### config.mk
export PLATFORM = sky130hd
export DESIGN_NAME = fxu_reservation_station_flat
export DESIGN_NICKNAME = d
export VERILOG_FILES = /design/src/rtl/fxu_rs_if.sv /design/src/rtl/fxu_reservation_station.sv /design/src/flat_wrapper.sv
export SDC_FILE = /design/constraint.sdc
export NUM_CORES = 1
export LEC_CHECK = 0
export CAP_MARGIN = 0
export CORE_ASPECT_RATIO = 1.5
export CORE_MARGIN = 2
export CORE_UTILIZATION = 40
export DETAILED_ROUTE_END_ITERATION = 10
export SLEW_MARGIN = 10
export SYNTH_ARGS = -nofsm -noshare
export SYNTH_HDL_FRONTEND = slang
export SYNTH_SLANG_ARGS = --single-unit
### constraint.sdc
create_clock -name clk -period 3.85 [get_ports clk]
set_clock_uncertainty 0.2 [all_clocks]
set_input_delay 0.385 -clock clk [delete_from_list [all_inputs] [get_ports clk]]
set_output_delay 0.385 -clock clk [all_outputs]
set_load 0.1 [all_outputs]
### src/rtl/fxu_rs_if.sv
// Dispatch, result-bus and issue signals shared by the FXU reservation station
// and its neighbours (instruction buffer, CDB, fixed-point unit).
interface fxu_rs_if #(
  parameter int DATA_W = 16,
  parameter int TAG_W  = 4
);
  logic              in_valid;
  logic [TAG_W-1:0]  in_rob_idx;
  logic [3:0]        in_opcode;
  logic [7:0]        in_i;
  logic              in_a_valid;
  logic [DATA_W-1:0] in_a_value;
  logic [TAG_W-1:0]  in_a_owner;
  logic              in_b_valid;
  logic [DATA_W-1:0] in_b_value;
  logic [TAG_W-1:0]  in_b_owner;
  logic              full;

  logic              cdb_valid;
  logic [TAG_W-1:0]  cdb_rob_idx;
  logic [DATA_W-1:0] cdb_value;

  logic              out_valid;
  logic              out_ready;
  logic [TAG_W-1:0]  out_rob_idx;
  logic [3:0]        out_opcode;
  logic [7:0]        out_i;
  logic [DATA_W-1:0] out_a_value;
  logic [DATA_W-1:0] out_b_value;

  modport master (
    output in_valid, in_rob_idx, in_opcode, in_i,
    output in_a_valid, in_a_value, in_a_owner,
    output in_b_valid, in_b_value, in_b_owner,
    output cdb_valid, cdb_rob_idx, cdb_value, out_ready,
    input  full, out_valid, out_rob_idx, out_opcode, out_i, out_a_value, out_b_value
  );

  modport slave (
    input  in_valid, in_rob_idx, in_opcode, in_i,
    input  in_a_valid, in_a_value, in_a_owner,
    input  in_b_valid, in_b_value, in_b_owner,
    input  cdb_valid, cdb_rob_idx, cdb_value, out_ready,
    output full, out_valid, out_rob_idx, out_opcode, out_i, out_a_value, out_b_value
  );
endinterface

### src/rtl/fxu_reservation_station.sv
// Compacting age-ordered issue queue for one FXU: entry 0 is the oldest, the
// oldest ready entry issues, and operands are woken by snooping the result bus.
module fxu_reservation_station #(
  parameter int DEPTH  = 4,
  parameter int DATA_W = 16,
  parameter int TAG_W  = 4
) (
  input logic    clk,
  input logic    rst,
  input logic    flush,
  fxu_rs_if.slave bus
);
  localparam int SEL_W = (DEPTH > 1) ? $clog2(DEPTH) : 1;
  localparam int CNT_W = $clog2(DEPTH + 1);

  typedef struct packed {
    logic              busy;
    logic [TAG_W-1:0]  rob_idx;
    logic [3:0]        opcode;
    logic [7:0]        i;
    logic              a_rdy;
    logic [DATA_W-1:0] a_val;
    logic [TAG_W-1:0]  a_tag;
    logic              b_rdy;
    logic [DATA_W-1:0] b_val;
    logic [TAG_W-1:0]  b_tag;
  } entry_t;

  entry_t           q_reg  [DEPTH];
  entry_t           q_next [DEPTH];
  logic [CNT_W-1:0] count_reg, count_next;
  logic             full_reg;

  logic [DEPTH-1:0] ready;
  logic [SEL_W-1:0] sel;
  logic             any_ready;
  logic             issue;
  logic             dispatch;
  logic [CNT_W-1:0] wr_pos;
  entry_t           new_entry;
  entry_t           sel_entry;

  // Downward scan leaves the lowest-index (oldest) ready entry selected.
  always_comb begin
    sel       = '0;
    any_ready = 1'b0;
    for (int i = DEPTH - 1; i >= 0; i--) begin
      if (ready[i]) begin
        sel       = SEL_W'(i);
        any_ready = 1'b1;
      end
    end
  end

  assign issue    = any_ready & bus.out_ready;
  assign dispatch = bus.in_valid & ~full_reg;
  assign wr_pos   = count_reg - CNT_W'(issue);

  always_comb begin
    new_entry         = '0;
    new_entry.busy    = 1'b1;
    new_entry.rob_idx = bus.in_rob_idx;
    new_entry.opcode  = bus.in_opcode;
    new_entry.i       = bus.in_i;
    new_entry.a_tag   = bus.in_a_owner;
    new_entry.b_tag   = bus.in_b_owner;
    if (bus.in_a_valid) begin
      new_entry.a_rdy = 1'b1;
      new_entry.a_val = bus.in_a_value;
    end else if (bus.cdb_valid && bus.in_a_owner == bus.cdb_rob_idx) begin
      new_entry.a_rdy = 1'b1;
      new_entry.a_val = bus.cdb_value;
    end
    if (bus.in_b_valid) begin
      new_entry.b_rdy = 1'b1;
      new_entry.b_val = bus.in_b_value;
    end else if (bus.cdb_valid && bus.in_b_owner == bus.cdb_rob_idx) begin
      new_entry.b_rdy = 1'b1;
      new_entry.b_val = bus.cdb_value;
    end
  end

  for (genvar gi = 0; gi < DEPTH; gi++) begin : g_entry
    entry_t shifted;
    entry_t nxt;

    assign ready[gi] = q_reg[gi].busy & q_reg[gi].a_rdy & q_reg[gi].b_rdy;

    // Entries at and above the issuing slot move down one to close the gap.
    if (gi < DEPTH - 1) begin : g_shift
      assign shifted = (issue && SEL_W'(gi) >= sel) ? q_reg[gi+1] : q_reg[gi];
    end else begin : g_last
      assign shifted = (issue && SEL_W'(gi) >= sel) ? '0 : q_reg[gi];
    end

    always_comb begin
      nxt = shifted;
      if (bus.cdb_valid && shifted.busy && !shifted.a_rdy && shifted.a_tag == bus.cdb_rob_idx) begin
        nxt.a_rdy = 1'b1;
        nxt.a_val = bus.cdb_value;
      end
      if (bus.cdb_valid && shifted.busy && !shifted.b_rdy && shifted.b_tag == bus.cdb_rob_idx) begin
        nxt.b_rdy = 1'b1;
        nxt.b_val = bus.cdb_value;
      end
      if (dispatch && wr_pos == CNT_W'(gi)) begin
        nxt = new_entry;
      end
    end

    assign q_next[gi] = nxt;
  end

  assign count_next = count_reg + CNT_W'(dispatch) - CNT_W'(issue);

  always_ff @(posedge clk) begin
    if (rst || flush) begin
      for (int i = 0; i < DEPTH; i++) begin
        q_reg[i] <= '0;
      end
      count_reg <= '0;
      full_reg  <= 1'b0;
    end else begin
      for (int i = 0; i < DEPTH; i++) begin
        q_reg[i] <= q_next[i];
      end
      count_reg <= count_next;
      full_reg  <= (count_next == CNT_W'(DEPTH));
    end
  end

  assign sel_entry       = q_reg[sel];
  assign bus.full        = full_reg;
  assign bus.out_valid   = any_ready;
  assign bus.out_rob_idx = any_ready ? sel_entry.rob_idx : '0;
  assign bus.out_opcode  = any_ready ? sel_entry.opcode  : '0;
  assign bus.out_i       = any_ready ? sel_entry.i       : '0;
  assign bus.out_a_value = any_ready ? sel_entry.a_val   : '0;
  assign bus.out_b_value = any_ready ? sel_entry.b_val   : '0;
endmodule

### src/flat_wrapper.sv
// flat-port wrapper written by rule: the top's interface ports become plain ports
module fxu_reservation_station_flat 
#(
  parameter int DEPTH  = 4,
  parameter int DATA_W = 16,
  parameter int TAG_W  = 4
)
  (clk, rst, flush, bus_in_valid, bus_in_rob_idx, bus_in_opcode, bus_in_i, bus_in_a_valid, bus_in_a_value, bus_in_a_owner, bus_in_b_valid, bus_in_b_value, bus_in_b_owner, bus_cdb_valid, bus_cdb_rob_idx, bus_cdb_value, bus_out_ready, bus_full, bus_out_valid, bus_out_rob_idx, bus_out_opcode, bus_out_i, bus_out_a_value, bus_out_b_value);
  fxu_rs_if #(.DATA_W(DATA_W), .TAG_W(TAG_W)) bus_i ();
  input logic clk;
  input logic rst;
  input logic flush;
  input wire logic [$bits(bus_i.in_valid)-1:0] bus_in_valid;
  input wire logic [$bits(bus_i.in_rob_idx)-1:0] bus_in_rob_idx;
  input wire logic [$bits(bus_i.in_opcode)-1:0] bus_in_opcode;
  input wire logic [$bits(bus_i.in_i)-1:0] bus_in_i;
  input wire logic [$bits(bus_i.in_a_valid)-1:0] bus_in_a_valid;
  input wire logic [$bits(bus_i.in_a_value)-1:0] bus_in_a_value;
  input wire logic [$bits(bus_i.in_a_owner)-1:0] bus_in_a_owner;
  input wire logic [$bits(bus_i.in_b_valid)-1:0] bus_in_b_valid;
  input wire logic [$bits(bus_i.in_b_value)-1:0] bus_in_b_value;
  input wire logic [$bits(bus_i.in_b_owner)-1:0] bus_in_b_owner;
  input wire logic [$bits(bus_i.cdb_valid)-1:0] bus_cdb_valid;
  input wire logic [$bits(bus_i.cdb_rob_idx)-1:0] bus_cdb_rob_idx;
  input wire logic [$bits(bus_i.cdb_value)-1:0] bus_cdb_value;
  input wire logic [$bits(bus_i.out_ready)-1:0] bus_out_ready;
  output wire logic [$bits(bus_i.full)-1:0] bus_full;
  output wire logic [$bits(bus_i.out_valid)-1:0] bus_out_valid;
  output wire logic [$bits(bus_i.out_rob_idx)-1:0] bus_out_rob_idx;
  output wire logic [$bits(bus_i.out_opcode)-1:0] bus_out_opcode;
  output wire logic [$bits(bus_i.out_i)-1:0] bus_out_i;
  output wire logic [$bits(bus_i.out_a_value)-1:0] bus_out_a_value;
  output wire logic [$bits(bus_i.out_b_value)-1:0] bus_out_b_value;
  assign bus_i.in_valid = bus_in_valid;
  assign bus_i.in_rob_idx = bus_in_rob_idx;
  assign bus_i.in_opcode = bus_in_opcode;
  assign bus_i.in_i = bus_in_i;
  assign bus_i.in_a_valid = bus_in_a_valid;
  assign bus_i.in_a_value = bus_in_a_value;
  assign bus_i.in_a_owner = bus_in_a_owner;
  assign bus_i.in_b_valid = bus_in_b_valid;
  assign bus_i.in_b_value = bus_in_b_value;
  assign bus_i.in_b_owner = bus_in_b_owner;
  assign bus_i.cdb_valid = bus_cdb_valid;
  assign bus_i.cdb_rob_idx = bus_cdb_rob_idx;
  assign bus_i.cdb_value = bus_cdb_value;
  assign bus_i.out_ready = bus_out_ready;
  assign bus_full = bus_i.full;
  assign bus_out_valid = bus_i.out_valid;
  assign bus_out_rob_idx = bus_i.out_rob_idx;
  assign bus_out_opcode = bus_i.out_opcode;
  assign bus_out_i = bus_i.out_i;
  assign bus_out_a_value = bus_i.out_a_value;
  assign bus_out_b_value = bus_i.out_b_value;
  fxu_reservation_station #(.DEPTH(DEPTH), .DATA_W(DATA_W), .TAG_W(TAG_W)) u_core (.clk(clk), .rst(rst), .flush(flush), .bus(bus_i));
endmodule
==> metrics.cfg, run 1 <==
[detailed_routing]
finalWirelength_um=54100
ant_nets=0
vias_per_cell=6.34
drc=0
wl_per_cell_um=24.0
vias=14300
drt-pass1-iter-count=5
drtIter0Drc=1457

[worst_setup_path]
r2r-end=u_core.q_reg[2][27]
worstPathBufferInverterCount=2
critPathMaxStageDelay_ns=0.57
crit_fanout=18
cp_slowest_cell=mux4_2
r2r_setup_slack_ns=0.23
cp_top_family=simple AND/OR/NAND/NOR gates
cp.arrival_ns=3.14
crit_required_ns=3.26
r2r_cells=11
crit_type=flop to primary output
cp-start-kind=flop
path_cells=and3_1 > a21oi_1 > nor2_4 > buf_12 > mux4_2 > and2_1 > buf_4
crit_path_end_kind=primary output
r2r_start=u_core.q_reg[0][41]

[floorplan]
core_area_um2=34900
fp.dieH_um=234
num_io_pins=134
dieArea_um2=36700
initial_core_util_pct=40.3
rows=84
dieWidth_um=157

[synth]
synthTopCellsByCount=dfxtp_1 (240), nor2_1 (206), nand2_1 (175)
synth_xor_area_share_pct=1.99
async_flop_share_pct=0
avgSynthCellArea_um2=8.47
muxShareOfSynthArea_pct=15.0
synth.distinct_cells=67
synth_compound_area_share_pct=23.4
synth-simple-area-share_pct=19.1
syn_nets=1750
ys_ff_latch=240
ys_seq_area_share_pct=34.1
synth_top_area_share_pct=34.1
synth_edf_count=0
yosys_most_used_dff=dfxtp_1
ys_warn_count=0
synth_area_um2=14100
synth_top_family_by_area=compound AO/OA/AOI/OAI gates
syn_inst=1661
synth_area_leader_cell=dfxtp_1
synth.most_common_cell=dfxtp_1
yosys-top-cells-area=dfxtp_1 (34%), mux4_2 (7.7%), nor2_1 (5.5%), nand2_1 (4.7%), a22oi_1 (3.5%)
synthAdderAreaFrac_pct=0.498

[placed_design]
hpwl_um=36000
dp.cells=2204
port_buffers=133
gp_congestion=0.868

[global_route]
grt_usage_pct=29.0
antenna_found_initial=1
grt_pass1_vias=14100
grt_start_max_net_pins=164
grt_pass1_wl_um=82200
grt_overflow=0

[clock_network]
cts_tree=yes
cts_buffers=26
ctsHtreeMaxLevel=1
ctsResizeCount=0
post_cts_buffers=0
clk_pin_slew_ns=0.07
hold_buffers=0
clk-insertion-delay-late_ns=0.56
cts_root_buffer=clkbuf_16
cts_sinks=240
clockBufferDepth=3

[timing]
fmax_ghz=0.268
fin_crit_sh_pct=96.8
final_max_slew_viol_count=0
setup_viol=0
rsz0062_at_grt=false
finalHoldViolations=0
tightest_slew_ns=1.09
period_needed_ns=3.73
max-slew-margin-rel_pct=26.8
fin_tns_setup_ns=0

[layout]
postLayoutCoreUtil_pct=49.8
n_antenna_cell=0
synthToLayoutAreaGrowth_pct=23.4
drive_gt1_share_pct=16.3
final_cells=2250
largest_reg_flops=236
final_nets=1848

[hold_path]
hold_end=u_core.q_reg[3][32]
holdPathStages=2
hold_path.startpoint=bus_in_a_value[7]
hold_class=input pin to flop

[outcome]
status=completed

[pwr]
p_leak_nw=6.34
powerDensity_nw_per_um2=328
vdd_drop_max_mv=0.330

[job]
cap_violations=0

[power breakdown]
group	switching, mW	internal [mW]	total (mW)
clock network	1.11	1.44	2.54
logic	0.386	0.219	0.604
registers	0.0217	2.52	2.54
[routing by layer]
metal	vias up	GRT usage (%)	routed length [um]
li1	6338	-	-
met1	6962	34.0	20400
met2	744	49.1	26000
met3	210	3.86	3720
met4	0	20.0	4000
met5	-	0	0
[cells by family (layout without fill, tap and decap cells)]
family / count (synthesis) / in the layout
and+or+nand+nor: 584 / 584
DFF: 240 / 240
muxes: 144 / 144
AOI/OAI and AO/OA: 449 / 449
adders and majority gates: 5 / 5
xor gates and xnor gates: 32 / 32
buffers and inverters: 207 / 323
[worst max path at each step]
stage / startpoint / to / depth (start not counted)
CTS: u_core.q_reg[3][58] / bus_out_b_value[15] / 7
floorplan: u_core.q_reg[0][20] / u_core.q_reg[0][57] / 12
finish: u_core.q_reg[3][58] / bus_out_b_value[15] / 7
detailed placement: bus_out_ready / u_core.q_reg[2][16] / 10
global placement: bus_out_ready / u_core.q_reg[1][38] / 8
global route: u_core.q_reg[0][41] / u_core.q_reg[2][29] / 11
[cells in the final DEF (no fill, tap or decap), types with 9 or more instances in the layout]
cell type / count
dfxtp_1: 240
nor2_1: 203
nand2_1: 175
buf_4: 102
clkdlybuf4s50_1: 84
o21ai_0: 77
a22oi_1: 66
and2_1: 57
a311oi_1: 55
inv_1: 49
mux4_2: 48
mux2i_1: 45
a21oi_1: 43
buf_12: 41
and3_1: 32
nor3_1: 28
mux2_1: 26
clkbuf_16: 26
nand3_1: 25
mux2_2: 25
o221ai_1: 25
a221oi_1: 25
a211oi_1: 24
a32oi_1: 23
o21ai_1: 21
xor2_1: 17
a31oi_1: 17
xnor2_1: 15
nand2b_1: 11
o31a_1: 9
[final cells by class]
| class | instances | area [um2] |
|---|---|---|
| repair buffers | 227 | 2430 |
| fillers | 3389 | 17500 |
| well taps | 473 | 592 |
| multi-input cells | 1214 | 8510 |
| clock buffers | 35 | 714 |
| clock inverters | 11 | 123 |
| inverters | 50 | 188 |
| flip-flops and latches | 240 | 4800 |
[through the flow]
stage	cell area (um2)	setup slack (ns)	hold slack (ns)	power [mW]
2_1_floorplan	14100	0.478	0.246	2.89
3_3_place_gp	16500	0.0639	0.262	3.18
3_5_place_dp	16500	0.0129	0.270	3.19
4_1_cts	17400	0.165	0.262	5.71
5_1_grt	17400	0.0484	0.267	5.86
6_report	17400	0.121	0.275	5.69
No activity file was read; power rests on OpenSTA's default activity.
==> run 2, diff against run 1 <==
- ABC_AREA: default -> 1
==> metrics.cfg, run 2 <==
[worst_setup_path]
crit_type=flop to primary output
cp_slowest_cell=a31oi_1
cp_top_family=buffers and inverters
path_cells=nand3_1 > nand2_2 > nand2_4 > buf_4 > buf_4 > a21oi_1 > o21ai_0 > a31oi_1 > buf_12
r2r_start=u_core.q_reg[0][41]
cp_common_cell=buf_4
crit_required_ns=3.26  ; about the same
cp-start-kind=flop
startpoint=u_core.q_reg[2][41]
cp.arrival_ns=3.09  ; -0.05 ns
crit_fanout=20  ; +2
critPathMaxStageDelay_ns=0.49  ; -0.08 ns
crit_path_end_kind=primary output
worstPathBufferInverterCount=3  ; +1

[detailed_routing]
vias=18100  ; +27%
wl_per_cell_um=21.4  ; -11%
drtIter0Drc=2028  ; +39%
finalWirelength_um=64900  ; +20%
ant_nets=0  ; unchanged
drt-pass1-iter-count=6  ; +1
vias_per_cell=5.96  ; -6.0%
drc=0  ; unchanged

[timing]
finalHoldViolations=0  ; unchanged
period_needed_ns=3.67  ; -0.0569 ns
rsz0062_at_grt=false
fin_crit_sh_pct=95.4  ; -1.5 points
max-slew-margin-rel_pct=25.9  ; -0.91 points
tightest_slew_ns=1.11  ; +0.0200 ns
fin_tns_setup_ns=0  ; unchanged
final_max_slew_viol_count=0  ; unchanged
setup_viol=0  ; unchanged
fmax_ghz=0.272  ; +1.5%

[global_route]
grt_pass1_vias=17100  ; +22%
grt_use_met2_pct=51.4  ; +2.4 points
grt-busiest-layer=met2
grt_overflow=0  ; unchanged
globalRouteMet1Util_pct=38.7  ; +4.6 points
use_met3_pct=4.26  ; +0.40 points
antenna_found_initial=0  ; -1
grt_usage_pct=31.7  ; +2.6 points
grt_pass1_wl_um=99100  ; +21%
grt_start_max_net_pins=136  ; -17%

[synth]
synth.distinct_cells=45  ; -33%
synth_edf_count=0  ; unchanged
synth_area_leader_cell=dfxtp_1
synth.most_common_cell=nand2_1
syn_nets=2554  ; +46%
synth_top_area_share_pct=31.2  ; -3.0 points
syn_inst=2465  ; +48%
ys_warn_count=0  ; unchanged
ys_ff_latch=240  ; unchanged
synthTopCellsByCount=nand2_1 (632), nand3_1 (245), dfxtp_1 (240)
yosys_most_used_dff=dfxtp_1
synth_area_um2=15400  ; +9.5%
ys_seq_area_share_pct=31.2  ; -3.0 points
avgSynthCellArea_um2=6.25  ; -26%
async_flop_share_pct=0  ; unchanged
yosys-top-cells-area=dfxtp_1 (31%), nand2_1 (15%), nand3_1 (8.0%), a21oi_1 (6.2%), o21ai_0 (5.3%)

[clock_network]
ctsHtreeMaxLevel=1  ; unchanged
ctsResizeCount=0  ; unchanged
cts_buffers=28  ; +7.7%
clockBufferDepth=3  ; unchanged
clk-insertion-delay-late_ns=0.57  ; about the same
cts_root_buffer=clkbuf_16
post_cts_buffers=0  ; unchanged
cts_sinks=240  ; unchanged
hold_buffers=0  ; unchanged
clk_pin_slew_ns=0.06  ; about the same
cts_tree=yes

[floorplan]
core_area_um2=38200  ; +9.5%
num_io_pins=134  ; unchanged
fp.dieH_um=244  ; +4.6%
dieWidth_um=164  ; +4.5%
initial_core_util_pct=40.3  ; about the same
dieArea_um2=40100  ; +9.3%
rows=88  ; +4.8%

[layout]
final_nets=2611  ; +41%
n_antenna_cell=0  ; unchanged
synthToLayoutAreaGrowth_pct=22.7
largest_reg_flops=236  ; unchanged
layout_common_cells=nand2_1 (631), nand3_1 (245), dfxtp_1 (240)
drive_gt1_share_pct=10.8  ; -5.4 points
postLayoutCoreUtil_pct=49.5  ; -0.29 points
layout.cells.most_common=nand2_1

[pwr]
powerDensity_nw_per_um2=322  ; -1.8%
vdd_drop_max_mv=0.310  ; -5.9%
p_leak_nw=7.47  ; +18%

[hold_path]
hold_path.startpoint=bus_in_rob_idx[1]
hold_class=input pin to flop

[job]
cap_violations=0  ; unchanged

[placed_design]
hpwl_um=41700  ; +16%
gp_congestion=0.893  ; +3.0%
port_buffers=133  ; unchanged

[outcome]
status=completed

[run 2: cell types whose count changed after synthesis, sizes merged, moves of 51 or more]
cell | before | now
o21ai | 98 | 191
a21oi | 43 | 202
inv | 49 | 200
nand3 | 27 | 251
nand2 | 175 | 646
and2 | 58 | 0
mux2 | 51 | 0
a31oi | 18 | 93
a311oi | 55 | 0
[run 2: path summary, 6_finish.rpt]
check	endpoint	slack (ns)	depth (start not counted)
worst max register to register	u_core.q_reg[0][36]	0.34	14
worst max-delay path	bus_out_b_value[13]	0.18	9
worst min register to register	u_core.q_reg[3][46]	0.28	2
worst min-delay path	u_core.q_reg[3][55]	0.24	3
[run 2: cell type report]
class / count / area, um2
Fill cell: 3876 / 19300
Multi-Input combinational cell: 1830 / 9180
Sequential cell: 240 / 4800
Timing Repair Buffer: 221 / 2600
Clock buffer: 43 / 858
Inverter: 201 / 757
Tap cell: 495 / 619
Clock inverter: 8 / 90.1
[run 2: through the flow]
stage | total power [mW] | hold slack [ns] | cells | area, um2 | setup WS [ns]
after global placement | 3.29 | 0.260 | 2987 | 18000 | 0.276
after floorplan | 2.98 | 0.251 | 2465 | 15500 | 0.110
after CTS | 6.09 | 0.233 | 3038 | 18900 | 0.224
final | 6.08 | 0.235 | 3038 | 18900 | 0.178
after global routing | 6.24 | 0.288 | 3038 | 18900 | 0.0949
after detailed placement | 3.30 | 0.268 | 2987 | 18000 | 0.163
[run 2: logic make-up (layout without fill, tap and decap cells)]
| family | Yosys count | in the layout | synth area share (%) |
|---|---|---|---|
| compound gates | 602 | 602 | 22.6 |
| fa+ha+maj | 5 | 5 | 0.455 |
| simple gates | 1211 | 1211 | 34.6 |
| xor+xnor | 12 | 12 | 0.682 |
| buf+inv | 395 | 473 | 10.5 |
| flops | 240 | 240 | 31.2 |
[run 2: tightest hold or removal path, stage by stage]
cell and delay (ns):
clkdlybuf4s50_1 0.44, nand2_1 0.08, a21oi_1 0.06
[run 2: routing by layer]
metal	share of wire, %	up-vias
met5	0	-
li1	-	8396
met4	7.7	0
met1	38	8492
met2	46	961
met3	8.5	245
[run 2: report_power, final]
part,total (mW),switching [mW],internal [mW]
logic,0.719,0.481,0.238
registers,2.55,0.0234,2.52
clock network,2.82,1.16,1.66
==> run 3, diff against run 2 <==
- CORE_UTILIZATION: 40 -> 59
- PLACE_DENSITY: default -> 0.81
==> metrics.cfg, run 3 (synthesized netlist as in run 2, its figures left out) <==
[pwr]
powerDensity_nw_per_um2=302  ; -6.3%
p_leak_nw=7.29  ; -2.3%
vdd_drop_max_mv=0.342  ; +10%

[detailed_routing]
drtIter0Drc=2395  ; +18%
vias=18800  ; +3.9%
finalWirelength_um=62300  ; -4.0%
wl_per_cell_um=21.8  ; +2.1%
drt-pass1-iter-count=11  ; +5
drc=1  ; +1
vias_per_cell=6.58  ; +10%
ant_nets=0  ; unchanged

[layout]
drive_gt1_share_pct=10.0  ; -0.79 points
num-fill-cells=2256  ; -42%
final_cells=2857  ; -6.0%
final_nets=2600  ; -0.42%
layout_common_cells=nand2_1 (631), nand3_1 (245), dfxtp_1 (240)
layout.cells.most_common=nand2_1
synthToLayoutAreaGrowth_pct=19.2
largest_reg_flops=236  ; unchanged

[worst_setup_path]
crit_fanout=38  ; +90%
cp_slowest_cell=a31oi_1
r2r_cells=13  ; -1
cp-start-kind=flop
crit_type=flop to primary output
path_cells=nand3_1 > nand2_2 > inv_2 > nand2_4 > inv_2 > nor2_4 > buf_12 > nand2_1 > a31oi_1 > buf_12
cp.arrival_ns=3.21  ; +0.12 ns
critPathMaxStageDelay_ns=0.44  ; -0.05 ns
crit_required_ns=3.26  ; about the same
crit_path_end_kind=primary output

[floorplan]
initial_core_util_pct=59.8  ; +19 points
num_io_pins=134  ; unchanged
core_area_um2=25800  ; -33%
fp.dieH_um=202  ; -17%
dieArea_um2=27400  ; -32%
rows=72  ; -18%
dieWidth_um=136  ; -17%

[clock_network]
clk-insertion-delay-late_ns=0.54  ; -0.03 ns
ctsResizeCount=0  ; unchanged
cts_tree=yes
hold_buffers=0  ; unchanged
cts_buffers=24  ; -14%
cts_root_buffer=clkbuf_16
ctsHtreeMaxLevel=1  ; unchanged
cts_sinks=240  ; unchanged
clk_pin_slew_ns=0.07  ; about the same
clockBufferDepth=3  ; unchanged

[outcome]
violations=design-rule violations
status=finished, violations left

[timing]
max-slew-margin-rel_pct=14.1  ; -12 points
fin_crit_sh_pct=98.7  ; +3.3 points
rsz0062_at_grt=false
final_max_slew_viol_count=0  ; unchanged
tightest_slew_ns=1.29  ; +0.177 ns
setup_slack_ns=0.0505  ; -0.128 ns
finalHoldViolations=0  ; unchanged
period_needed_ns=3.80  ; +0.128 ns
fmax_ghz=0.263  ; -3.4%
setup_viol=0  ; unchanged

[placed_design]
port_buffers=133  ; unchanged
dp_slack_ns=-0.0631  ; -0.226 ns
hpwl_um=39900  ; -4.3%
gp_congestion=0.954  ; +6.8%
dp.cells=2815  ; -5.8%

[global_route]
antenna_found_initial=0  ; unchanged
grt_usage_pct=44.6  ; +13 points
grt_pass1_wl_um=96500  ; -2.6%
grt_pass1_vias=18000  ; +5.2%
grt_overflow=0  ; unchanged
grt_start_max_net_pins=136  ; unchanged

[hold_path]
hold_class=flop to flop
holdPathStages=2  ; -1

[job]
cap_violations=0  ; unchanged

## run 3: cell count changes in the layout (fill, tap and decap cells not counted), sizes merged
| cell | delta |
|---|---|
| buf | -7 |
| bufinv | -2 |
| clkbuf | -7 |
| clkinv | -4 |
| diode | +1 |
## run 3: cell type report
cell class	instances	area, um2	area share [%]
Antenna cell	1	2.50	0.0136
Timing Repair Buffer	214	2490	13.6
Sequential cell	240	4800	26.2
Tap cell	333	417	2.27
Inverter	201	757	4.12
Clock inverter	2	13.8	0.0750
Clock buffer	36	697	3.80
Multi-Input combinational cell	1830	9180	50.0
## run 3: critical path: cells and delay by family, from the launching register on
kind / cells / cell delay (ns)
AO/OA/AOI/OAI: 1 / 0.44
flip-flops: 1 / 0.39
buffers and inverters: 4 / 0.86
AND/OR/NAND/NOR: 5 / 0.96
## run 3: path summary, 6_finish.rpt
kind | start | end | slack, ns
worst max register to register | u_core.q_reg[2][20] | u_core.q_reg[0][25] | 0.17
worst min-delay path | u_core.q_reg[3][49] | u_core.q_reg[3][49] | 0.28
worst max-delay path | u_core.q_reg[1][20] | bus_out_b_value[9] | 0.05
worst min register to register | u_core.q_reg[3][49] | u_core.q_reg[3][49] | 0.28
## run 3: power by group
group	switching, mW	internal (mW)	leakage (nW)
logic	0.480	0.233	5.01
clock network	1.04	1.24	0.347
registers	0.0242	2.52	1.94
total	1.55	3.99	7.29
## run 3: repair_timing
action,CTS,global route
endpoints found under the setup margin,1,18
pin swaps,1,2
setup buffers,0,3
endpoints found under the hold margin,0,0
## run 3: per-layer routing
layer  global-route usage [%]  share of wire (%)  vias to the layer above
met5                        0                  0                        -
met1                     50.1                 34                     8585
li1                         -                  -                     8370
met2                     69.7                 44                     1373
met3                     10.5                 11                      473
met4                     39.5                 10                        0
## run 3: metrics by stage
| step | power [mW] | cell area (um2) | utilization [%] | setup TNS [ns] | hold WS (ns) |
|---|---|---|---|---|---|
| after floorplan | 2.98 | 15500 | - | 0 | 0.251 |
| after global placement | 3.26 | 17600 | 68.4 | -0.102 | 0.262 |
| after detailed placement | 3.28 | 17600 | 68.4 | -0.452 | 0.267 |
| after CTS | 5.49 | 18300 | 71.1 | 0 | 0.277 |
| after global routing | 5.65 | 18400 | 71.3 | 0 | 0.302 |
| final | 5.54 | 18400 | 71.3 | 0 | 0.275 |
